===== src/rtl/sensor_bus_arbiter.sv =====
// sensor_bus_arbiter
//   Round-robin arbiter that hands a shared sensor bus to one of four walker
//   groups at a time. The granted group's sensor slot and movement code are
//   routed out while the grant is held.
//
//   Optional feature macro: SENSOR_BUS_ARB_TIMEOUT_EN
//     When defined, a hold-counter watchdog revokes any grant held for
//     MAX_HOLD cycles and pulses timeout. When undefined, there is no counter,
//     grants end only on done/req-drop, and timeout is tied low.
//
//   Handshake: a group raises req[i] and holds it while it wants the bus; the
//   grant is released when that group strobes done[i] or drops req[i].
//   Strobes and req-drops from non-granted groups have no effect.
//
//   Ports
//     clk          rising-edge clock
//     rst          asynchronous reset, active high
//     req[3:0]     per-group request (bit i = group i+1)
//     done[3:0]    per-group release strobe
//     sensor[3:0]  shared sensor bus
//     mov_bus[15:0] packed movement codes, [4i+3:4i] = group i+1
//     grant[3:0]   registered one-hot grant
//     sensor_out[15:0] sensor placed in the granted group's slot
//     movement_sel[3:0] movement code of the granted group
//     busy         high while any grant is asserted
//     timeout      one-cycle pulse when the watchdog revokes a grant
module sensor_bus_arbiter #(
   parameter int MAX_HOLD = 200
) (
   input  logic        clk,
   input  logic        rst,
   input  logic [3:0]  req,
   input  logic [3:0]  done,
   input  logic [3:0]  sensor,
   input  logic [15:0] mov_bus,
   output logic [3:0]  grant,
   output logic [15:0] sensor_out,
   output logic [3:0]  movement_sel,
   output logic        busy,
   output logic        timeout
);

   typedef enum logic [1:0] {
      IDLE    = 2'd0,
      GRANT   = 2'd1,
      RELEASE = 2'd2
   } state_t;

   state_t      r_state;
   logic [1:0]  r_ptr;
   logic [1:0]  r_gidx;
   logic [3:0]  r_grant;

   logic [1:0]  w_pick;
   logic        w_any_req;
   logic        w_done_g;
   logic        w_req_g;
   logic        w_expire;
   logic        w_end_grant;
   logic [15:0] w_sensor_out;

   // First set request at or after p, wrapping 3 -> 0. Scanning offsets from
   // largest to smallest lets the smallest offset win.
   function automatic logic [1:0] pick(input logic [3:0] r, input logic [1:0] p);
      logic [1:0] idx;
      pick = p;
      for (int k = 3; k >= 0; k--) begin
         idx = p + 2'(k);
         if (r[idx]) pick = idx;
      end
   endfunction

   assign w_pick      = pick(req, r_ptr);
   assign w_any_req   = |req;
   assign w_done_g    = done[r_gidx];
   assign w_req_g     = req[r_gidx];
   assign w_end_grant = (r_state == GRANT) && (w_done_g || !w_req_g || w_expire);

`ifdef SENSOR_BUS_ARB_TIMEOUT_EN
   localparam logic [7:0] HOLD_LAST = 8'(MAX_HOLD - 1);

   logic [7:0] r_hold;
   logic       r_timeout;
   logic       w_enter_grant;

   // Expiry only counts when done did not arrive the same cycle (done wins)
   // and the group still requests (a plain req-drop is not a timeout).
   assign w_expire      = (r_state == GRANT) && (r_hold == HOLD_LAST) && !w_done_g && w_req_g;
   assign w_enter_grant = ((r_state == IDLE) || (r_state == RELEASE)) && w_any_req;

   always_ff @(posedge clk or posedge rst) begin
      if (rst) begin
         r_hold    <= 8'd0;
         r_timeout <= 1'b0;
      end else begin
         r_timeout <= w_expire;
         if (w_enter_grant)
            r_hold <= 8'd0;
         else if ((r_state == GRANT) && (r_hold != 8'hFF))
            r_hold <= r_hold + 8'd1;
      end
   end

   assign timeout = r_timeout;
`else
   assign w_expire = 1'b0;
   assign timeout  = 1'b0;
`endif

   always_ff @(posedge clk or posedge rst) begin
      if (rst) begin
         r_state <= IDLE;
         r_ptr   <= 2'd0;
         r_gidx  <= 2'd0;
         r_grant <= 4'b0000;
      end else begin
         case (r_state)
            IDLE, RELEASE: begin
               if (w_any_req) begin
                  r_state <= GRANT;
                  r_gidx  <= w_pick;
                  r_grant <= 4'b0001 << w_pick;
               end else begin
                  r_state <= IDLE;
                  r_grant <= 4'b0000;
               end
            end
            GRANT: begin
               if (w_end_grant) begin
                  r_state <= RELEASE;
                  r_grant <= 4'b0000;
                  r_ptr   <= r_gidx + 2'd1;
               end
            end
            default: begin
               r_state <= IDLE;
               r_grant <= 4'b0000;
            end
         endcase
      end
   end

   always_comb begin
      w_sensor_out = 16'h0000;
      if (r_state == GRANT)
         w_sensor_out[{r_gidx, 2'b00} +: 4] = sensor;
   end

   assign grant        = r_grant;
   assign busy         = |r_grant;
   assign sensor_out   = w_sensor_out;
   assign movement_sel = (r_state == GRANT) ? mov_bus[{r_gidx, 2'b00} +: 4] : 4'b0000;

endmodule


===== config.mk =====
export PLATFORM = sky130hd
export DESIGN_NAME = sensor_bus_arbiter
export DESIGN_NICKNAME = d
export VERILOG_FILES = /design/src/rtl/sensor_bus_arbiter.sv
export SDC_FILE = /design/constraint.sdc
export NUM_CORES = 1
export LEC_CHECK = 0
export CAP_MARGIN = 20
export CORE_MARGIN = 5
export CORE_UTILIZATION = 36
export DETAILED_ROUTE_END_ITERATION = 7
export GPL_TIMING_DRIVEN = 0
export HOLD_SLACK_MARGIN = 0.12
export PLACE_DENSITY = 0.85
export REMOVE_ABC_BUFFERS = 1
export SYNTH_ARGS = -nofsm -noshare
export SYNTH_HDL_FRONTEND = slang
export SYNTH_SLANG_ARGS = --single-unit
export TNS_END_PERCENT = 50

===== constraint.sdc =====
create_clock -name clk -period 2.4 [get_ports clk]
set_input_delay 0.6 -clock clk [delete_from_list [all_inputs] [get_ports clk]]
set_output_delay 0.6 -clock clk [all_outputs]
set_load 0.05 [all_outputs]

; After elaboration in Yosys (flattened, before gate mapping)
; Index checks and enable logic that the tools add are counted.
[totals]
out_inout_bits = 26
elab_cells = 55
in_bits = 30
ff_bits = 10
[classes]
order_cmp = 5
addsub = 5
n_bitwise = 1
shifts = 4
n_eq_ne = 3
muxes = 24
reduce_logical = 9
[op_table]
columns = operator, count
row1 = $and 16x16->16, 1
row2 = $mux 16, 1
row3 = $shift 4x6->16 const A, 1
row4 = $shiftx 16x5->4, 1
row5 = $shiftx 4x6->16, 1
row6 = $lt 2x3->1 const B, 5
row7 = $bmux 1 s2, 6
row8 = $mux 4, 3
row9 = $mux 2, 5
row10 = $pmux 4 s2, 1
row11 = $reduce_or 4->1, 2
row12 = $mux 1, 7
row13 = $neg 4->6, 1
row14 = $add 2x1->2 const B, 2
row15 = $add 2x2->2 const B, 2
row16 = $pmux 2 s2, 1
row17 = $reduce_and 2->1, 2
row18 = $shl 1x2->4 const A, 1
row19 = $eq 2x1->1 const B, 1
row20 = $eq 2x2->1 const B, 1
row21 = $logic_not 2->1, 1
row22 = $ne 2x2->1 const B, 1
row23 = $reduce_or 2->1, 1
row24 = $logic_and 1x1->1, 1
row25 = other kinds (2), 2

; Logic depth before layout (Yosys ltp)
; Gate-level depths: netlist of the first run.
[logic_depth]
word_depth = 10
ltp_mapped = 6
depth_no_buf = 5

; Worst setup path before layout of the first run
; OpenSTA, ideal clock, no wires.
[synth_timing]
path_type = register to output
start = reg r_gidx[0]
end = out sensor_out[12]
setup_slack_ns = 0.064
path_buffers = 1
path_stages_with_launch = 6
t_required_ns = 1.800
arrival_time_ns = 1.736
cell_sequence = dfrtp_1 > buf_6 > inv_4 > ha_1 > nor4_1 > and2_1
[synth_between]
elab_chain_cells = 4
word_cells_on_any_way = 5
cone_classes = add/sub (1) / shift (2) / mux (1) / bitwise (1)
[synth_lines]
columns = item, line_no
row1 = from (decl), 51  ; logic [1:0] r_gidx;
row2 = from (signal assigned), 121  ; r_gidx <= w_pick;
row3 = $neg 4->6 *, 146  ; w_sensor_out[{r_gidx, 2'b00} +: 4] = sensor;
row4 = $shiftx 4x6->16 / $shift 4x6->16 (equally long branches), 146
row5 = $and 16x16->16 (no line) *, n/a
row6 = $mux 16 *, 145  ; if (r_state == GRANT)
row7 = to (decl), 37  ; output logic [15:0] sensor_out,
; Mark *: on every way between the ends. The rest lies on a longest branch, timed or not.

; Worst setup path after layout of the first run
[layout_timing]
start = in mov_bus[13]
end = out movement_sel[1]
[layout_between]
elab_chain_cells = 2
[layout_lines]
columns = item, line_no
row1 = from (decl), 35  ; input logic [15:0] mov_bus,
row2 = $shiftx 16x5->4, 152  ; assign movement_sel = (r_state == GRANT) ? mov_bus[{r_gidx, 2'b00} +: 4] : 4'b0000;
row3 = $mux 4, 152
row4 = to (decl), 38  ; output logic [3:0] movement_sel,
; No other way between the ends.

==> results of run 1 <==
-- final timing paths --
| kind | from | endpoint | slack, ns | depth (start not counted) |
|---|---|---|---|---|
| hold / removal | grant[3]$_DFFE_PP0P_ | grant[3]$_DFFE_PP0P_ | 0.52 | 1 |
| setup / recovery | mov_bus[13] | movement_sel[1] | 0.02 | 4 |
| max in group asynchronous | rst | r_gidx[1]$_DFFE_PP0P_ | 1.49 | 2 |
| hold reg to reg | grant[3]$_DFFE_PP0P_ | grant[3]$_DFFE_PP0P_ | 0.52 | 1 |
| min in group asynchronous | rst | grant[1]$_DFFE_PP0P_ | 0.62 | 2 |
| setup reg to reg | r_gidx[0]$_DFFE_PP0P_ | r_ptr[1]$_DFFE_PP0P_ | 0.59 | 4 |
-- stage by stage --
step / TNS (ns) / power (uW)
6_report: 0 / 1741
5_1_grt: -0.09815 / 1846
4_1_cts: -0.1674 / 1617
3_5_place_dp: -11.95 / 1416
3_3_place_gp: -11.07 / 1377
2_1_floorplan: -0.04859 / 1069
-- area by class of cell --
type                    count  area [um^2]
clock buffers               3        22.52
fillers                   191        873.3
inverters                   4        17.52
multi-input cells          73        663.1
flip-flops and latches     10        252.7
well taps                  30        37.54
repair buffers             58        565.5
-- layer usage --
metal | vias up | routed length (um) | global-route usage (%)
li1 | 438 | - | -
met1 | 433 | 1173 | 17.53
met2 | 36 | 1406 | 29.01
met3 | 0 | 238 | 3.024
met4 | 0 | 0 | 0.9494
met5 | - | 0 | 0
-- sequential cells by signal, indices dropped and copies added (netlist names) --
name     count
r_ptr        2
r_gidx       2
r_state      2
grant        4
-- logic make-up (layout without fill, tap and decap cells) --
logic type	count (synthesis)	after routing	share of synthesized area (%)
buf+inv	7	65	4.476
mux	7	7	17.06
flops	10	10	27.97
compound gates	13	13	10.77
fa+ha+maj	5	5	6.993
simple gates	47	47	32.31
other cells	1	1	0.4192
-- cells in the mapped netlist, types with 2 or more instances --
cell	count
o21ai_0	5
o2bb2ai_1	2
nor2_1	2
dfrtp_1	10
a32o_1	2
inv_1	3
nand2_1	3
nand2b_1	3
nor4_1	3
and2_1	16
ha_1	5
and4_1	2
mux4_1	4
nor2b_1	14
-- power by group through the flow --
stage               Clock [uW]  Combinational (uW)  Sequential [uW]
floorplan                    0                 651              418
global placement             0                1040              342
detailed placement           0                1070              349
CTS                        112                1190              318
global route               119                1390              337
finish                     108                1310              325
-- critical path, delay by kind of cell --
kind,cells,cell delay (ns)
buffers and inverters,2,0.55
muxes,1,0.46
and+or+nand+nor,1,0.17
-- repair_timing --
action,CTS,global route
gates resized for setup,125,29
pin swaps,0,2
setup endpoints to repair,21,20
endpoints found under the hold margin,0,0
buffers inserted,4,0
==> flow_summary_export.csv, run 1 <==
group,metric,value,unit
timing,fin_crit_sh,99.10,%
drt,viasPerCell,5.096,
timing,final-setup-viol-count,0,
place,place_ws,-0.7525,ns
synth,yosysTopAreaCell,"dfrtp_1",
critical_path,endpoint_kind,"primary output",
final_layout,layout.cells.most_common,"clkdlybuf4s50_1",
place,dp_hpwl,2.170,mm
floorplan,start_util,36.78,%
final_layout,fin_cells,178,
global_route,antenna_found_initial,0,
critical_path,cp-start-kind,"primary input",
timing,hold_viol,0,
synth,synthDistinctLibCells,30,
final_layout,synthToLayoutAreaGrowth,74.27,%
pwr,sequentialPowerShare,18.7,%
pwr,p_leak,0.0006898,uW
pwr,swShare,50.85,%
final_layout,num-nets-final,185,
floorplan,rows,18,
outcome,status,"finished, final reports clean",
clock_tree,clock-sinks,10,
timing,skew,0.0009279,ns
synth,syn_inst,90,
synth,yosysWarnings,0,
hold_path,hold_path_class,"flip-flop to flip-flop",
synth,synth_top_area_share,27.97,%
critical_path,critical_path_class,"primary input to primary output",
drt,firstDrtPassIters,4,
pwr,irDropWorstVdd,960.1,uV
floorplan,pin_count,56,
timing,slew_viol_final,0,
critical_path,critical_path.max_fanout,1,
critical_path,critical_path.max_stage_delay,0.46,ns
critical_path,worst_path_max_delay_cell,"mux4_2",
pwr,switchingPower,885.3,uW
floorplan,die_w,59.85,um
timing,hold_ws,0.5155,ns
global_route,grt_pass1_vias,896,
critical_path,critPathRequiredTime,1.80,ns
pwr,share_comb_of_total_power,75.1,%
clock_tree,clockBufferDepth,2,
synth,ys.flop_type,"dfrtp_1",
synth,ys_ff_latch,10,
pwr,internal_power,855.8,uW
drt,wl_per_cell,15.83,um
floorplan,core_area,2432,um^2
final_layout,drive_above_1_share,31.08,%
drt,vias,907,
clock_tree,cts-htree-levels,1,
clock_tree,clkLatencyLatePin,0.25,ns
clock_tree,cts.clk_slew.worst_paths,0.06,ns
synth,ys_seq_area_share,27.97,%
clock_tree,cts_buffers,3,
clock_tree,hold_buffers,0,
drt,drt_iter0_markers,13,
critical_path,worstPathArrival,1.78,ns
floorplan,die_area,3582,um^2
synth,synth_top_cells_by_area,"dfrtp_1 28%, mux4_1 12%, and2_1 11%",
global_route,grt_usage,15.02,%
floorplan,fp.dieH,59.85,um
drt,drc_errors,0,
timing,worst_slew_pin_slew,0.5756,ns
timing,max_freq,420.5,MHz
synth,syn_area,894.6,um^2
drt,drt_wl_total,2.817,mm
timing,maxSlewHeadroom,60.64,%
pwr,pwr-share-clk,6.2,%
drt,drtAntennaViolNets,0,
clock_tree,root_buffer,"clkbuf_4",
global_route,grt_pass1_wl,4.188,mm
final_layout,final_cell_mix,"30 x clkdlybuf4s50_1, 16 x and2_1, 13 x buf_6",
timing,final.setup.worst_slack,0.02163,ns
timing,min_period,2.378,ns
final_layout,diodes,0,
global_route,grt_max_degree,11,
clock_tree,cts_tree,"yes",
synth,async_reset_ff_share,100.0,%
place,port_buffers,54,
place,dp.cells,171,
global_route,grt-ovfl-total,0,
place,place_area,1450,um^2
final_layout,fin_area,1559,um^2
synth,synth_edf_count,0,
pwr,powerDensity,1117,nW/um^2
run,drv_cap,0,
critical_path,crit_chain,"clkdlybuf4s50_1, mux4_2, nor2b_2, buf_6",
place,place.gp.congestion,0.8151,
synth,synth.avg_cell_area,9.940,um^2
final_layout,final_core_util,64.09,%
timing,grt_setup_unrepaired,"yes",
(Power assumes the default switching activity.)
==> run 2: changes to the inputs <==
Settings changed: CAP_MARGIN 20 to 0, PLACE_DENSITY 0.85 to 0.82.
==> run 2 against run 1 <==
Register-to-register slack gained 0.06 ns. Clock skew is 0.0076 ns higher. Largest power group unchanged. Largest cell class unchanged. Routed wire length is 2.1% lower. Highest routed layer is now met4. Clock power is 4% higher. Cell count fell by 0.56%.
==> flow_summary_export.csv, run 2 (synthesis gave the netlist of run 1 again) <==
group,metric,value,unit
timing,fin_crit_sh,99.79,%
global_route,grt_usage,15.63,%
timing,hold_viol,0,
clock_tree,root_buffer,"clkbuf_4",
critical_path,critPathRequiredTime,1.80,ns
clock_tree,clockBufferDepth,2,
critical_path,worstPathArrival,1.80,ns
global_route,grt_max_degree,11,
drt,drc_errors,0,
global_route,grt_pass1_wl,4.167,mm
final_layout,area.sequential,252.7,um^2
timing,hold_ws,0.5094,ns
final_layout,num-fill-cells,194,
drt,viasPerCell,5.119,
clock_tree,cts_tree,"yes",
timing,slew_viol_final,0,
clock_tree,cts-htree-levels,1,
timing,max_freq,417.5,MHz
final_layout,num-nets-final,184,
run,drv_cap,0,
place,place.gp.congestion,0.7907,
final_layout,largest_register_ffs,4,
clock_tree,clock-sinks,10,
final_layout,fin_cells,177,
timing,grt_setup_unrepaired,"yes",
drt,drt_wl_total,2.758,mm
global_route,antenna_found_initial,0,
timing,maxSlewHeadroom,62.16,%
place,port_buffers,54,
pwr,switchingPower,868.3,uW
timing,final-setup-viol-count,0,
final_layout,layout.cells.most_common,"clkdlybuf4s50_1",
floorplan,fp.dieH,59.85,um
final_layout,drive_above_1_share,29.93,%
pwr,p_leak,0.0006700,uW
drt,drtAntennaViolNets,0,
critical_path,cp-start-kind,"primary input",
floorplan,die_area,3582,um^2
clock_tree,cts_buffers,3,
critical_path,critical_path_class,"primary input to primary output",
pwr,power,1709,uW
floorplan,start_util,36.78,%
floorplan,core_area,2432,um^2
pwr,sequentialPowerShare,19.1,%
final_layout,synthToLayoutAreaGrowth,72.87,%
final_layout,final_cell_mix,"32 x clkdlybuf4s50_1, 14 x and2_1, 13 x nor2b_1",
critical_path,critical_path.max_fanout,1,
critical_path,reg2reg_depth,4,
pwr,swShare,50.81,%
floorplan,rows,18,
drt,wl_per_cell,15.58,um
pwr,share_comb_of_total_power,74.4,%
place,place_area,1450,um^2
clock_tree,clkLatencyLatePin,0.27,ns
drt,firstDrtPassIters,4,
global_route,grt_pass1_vias,934,
outcome,status,"finished, final reports clean",
place,dp.cells,171,
critical_path,endpoint_kind,"primary output",
timing,min_period,2.395,ns
clock_tree,cts.clk_slew.worst_paths,0.05,ns
pwr,pwr-share-clk,6.5,%
final_layout,fin_area,1546,um^2
pwr,irDropWorstVdd,758.6,uV
hold_path,hold_path_class,"flip-flop to flip-flop",
hold_path,hold_depth,1,
floorplan,die_w,59.85,um
floorplan,pin_count,56,
pwr,powerDensity,1105,nW/um^2
timing,worst_slew_pin_slew,0.5532,ns
global_route,grt-ovfl-total,0,
drt,vias,906,
final_layout,multiInputGateArea,658.1,um^2
place,dp_hpwl,2.151,mm
drt,drt_iter0_markers,23,
clock_tree,hold_buffers,0,
timing,skew,0.008569,ns
final_layout,diodes,0,
pwr,internal_power,840.6,uW
run 2: cell types whose count changed in the layout (fill, tap and decap cells not counted), moves of 2 or more:
cell             change
clkbuf_4             -2
and2_4               +2
dlymetal6s2s_1       -2
clkdlybuf4s50_1      +2
buf_2                -4
and2_1               -2
buf_6                -2
buf_4                +7
run 2: repair_timing:
action                                  CTS  global route
resized for setup                       139            15
setup buffers                             3             0
pin swaps                                 2             2
endpoints found under the setup margin   21            20
run 2: power groups by stage:
stage                     clock network (uW)  logic [uW]  registers [uW]
after floorplan                            0         651             418
after global routing                     126        1350             335
after detailed placement                   0        1060             344
after CTS                                115        1210             315
final                                    112        1270             326
after global placement                     0        1040             342
run 2: metal layers:
| metal | global-route usage, % | share of wire, % | up-vias |
|---|---|---|---|
| li1 | - | - | 437 |
| met1 | 16.95 | 38 | 422 |
| met2 | 27.93 | 50 | 41 |
| met3 | 5.616 | 11 | 6 |
| met4 | 5.063 | 0.91 | 0 |
| met5 | 0 | 0 | - |
run 2: final timing paths:
| check | to | slack [ns] | start |
|---|---|---|---|
| setup / recovery | movement_sel[3] | 0.005 | mov_bus[7] |
| hold / removal | grant[1]$_DFFE_PP0P_ | 0.51 | grant[1]$_DFFE_PP0P_ |
| setup reg to reg | r_ptr[1]$_DFFE_PP0P_ | 0.65 | r_gidx[0]$_DFFE_PP0P_ |
| hold reg to reg | grant[1]$_DFFE_PP0P_ | 0.51 | grant[1]$_DFFE_PP0P_ |
| max in group asynchronous | r_gidx[0]$_DFFE_PP0P_ | 1.52 | rst |
| min in group asynchronous | r_state[1]$_DFFE_PP0P_ | 0.59 | rst |
run 2: through the flow:
| stage | TNS, ns | utilization (%) | setup WS, ns |
|---|---|---|---|
| after floorplan | -0.04859 | - | -0.01215 |
| after global placement | -11.11 | 59.62 | -0.7234 |
| after detailed placement | -11.95 | 59.62 | -0.7603 |
| after CTS | -0.01982 | 62.04 | -0.01670 |
| after global routing | -0.03062 | 63.58 | -0.02301 |
| final | 0 | 63.58 | 0.004962 |
run 2: layout make-up:
type	count	area share, %
clock buffer	3	1.456
inverter	4	1.295
multi-input combinational	73	42.56
sequential	10	16.34
tap	30	2.427
timing repair buffer	57	35.92
run 2: worst max-delay path, stage by stage:
cell             delay [ns]
clkdlybuf4s50_1        0.41
mux4_1                 0.48
nor2b_1                0.15
buf_6                  0.15
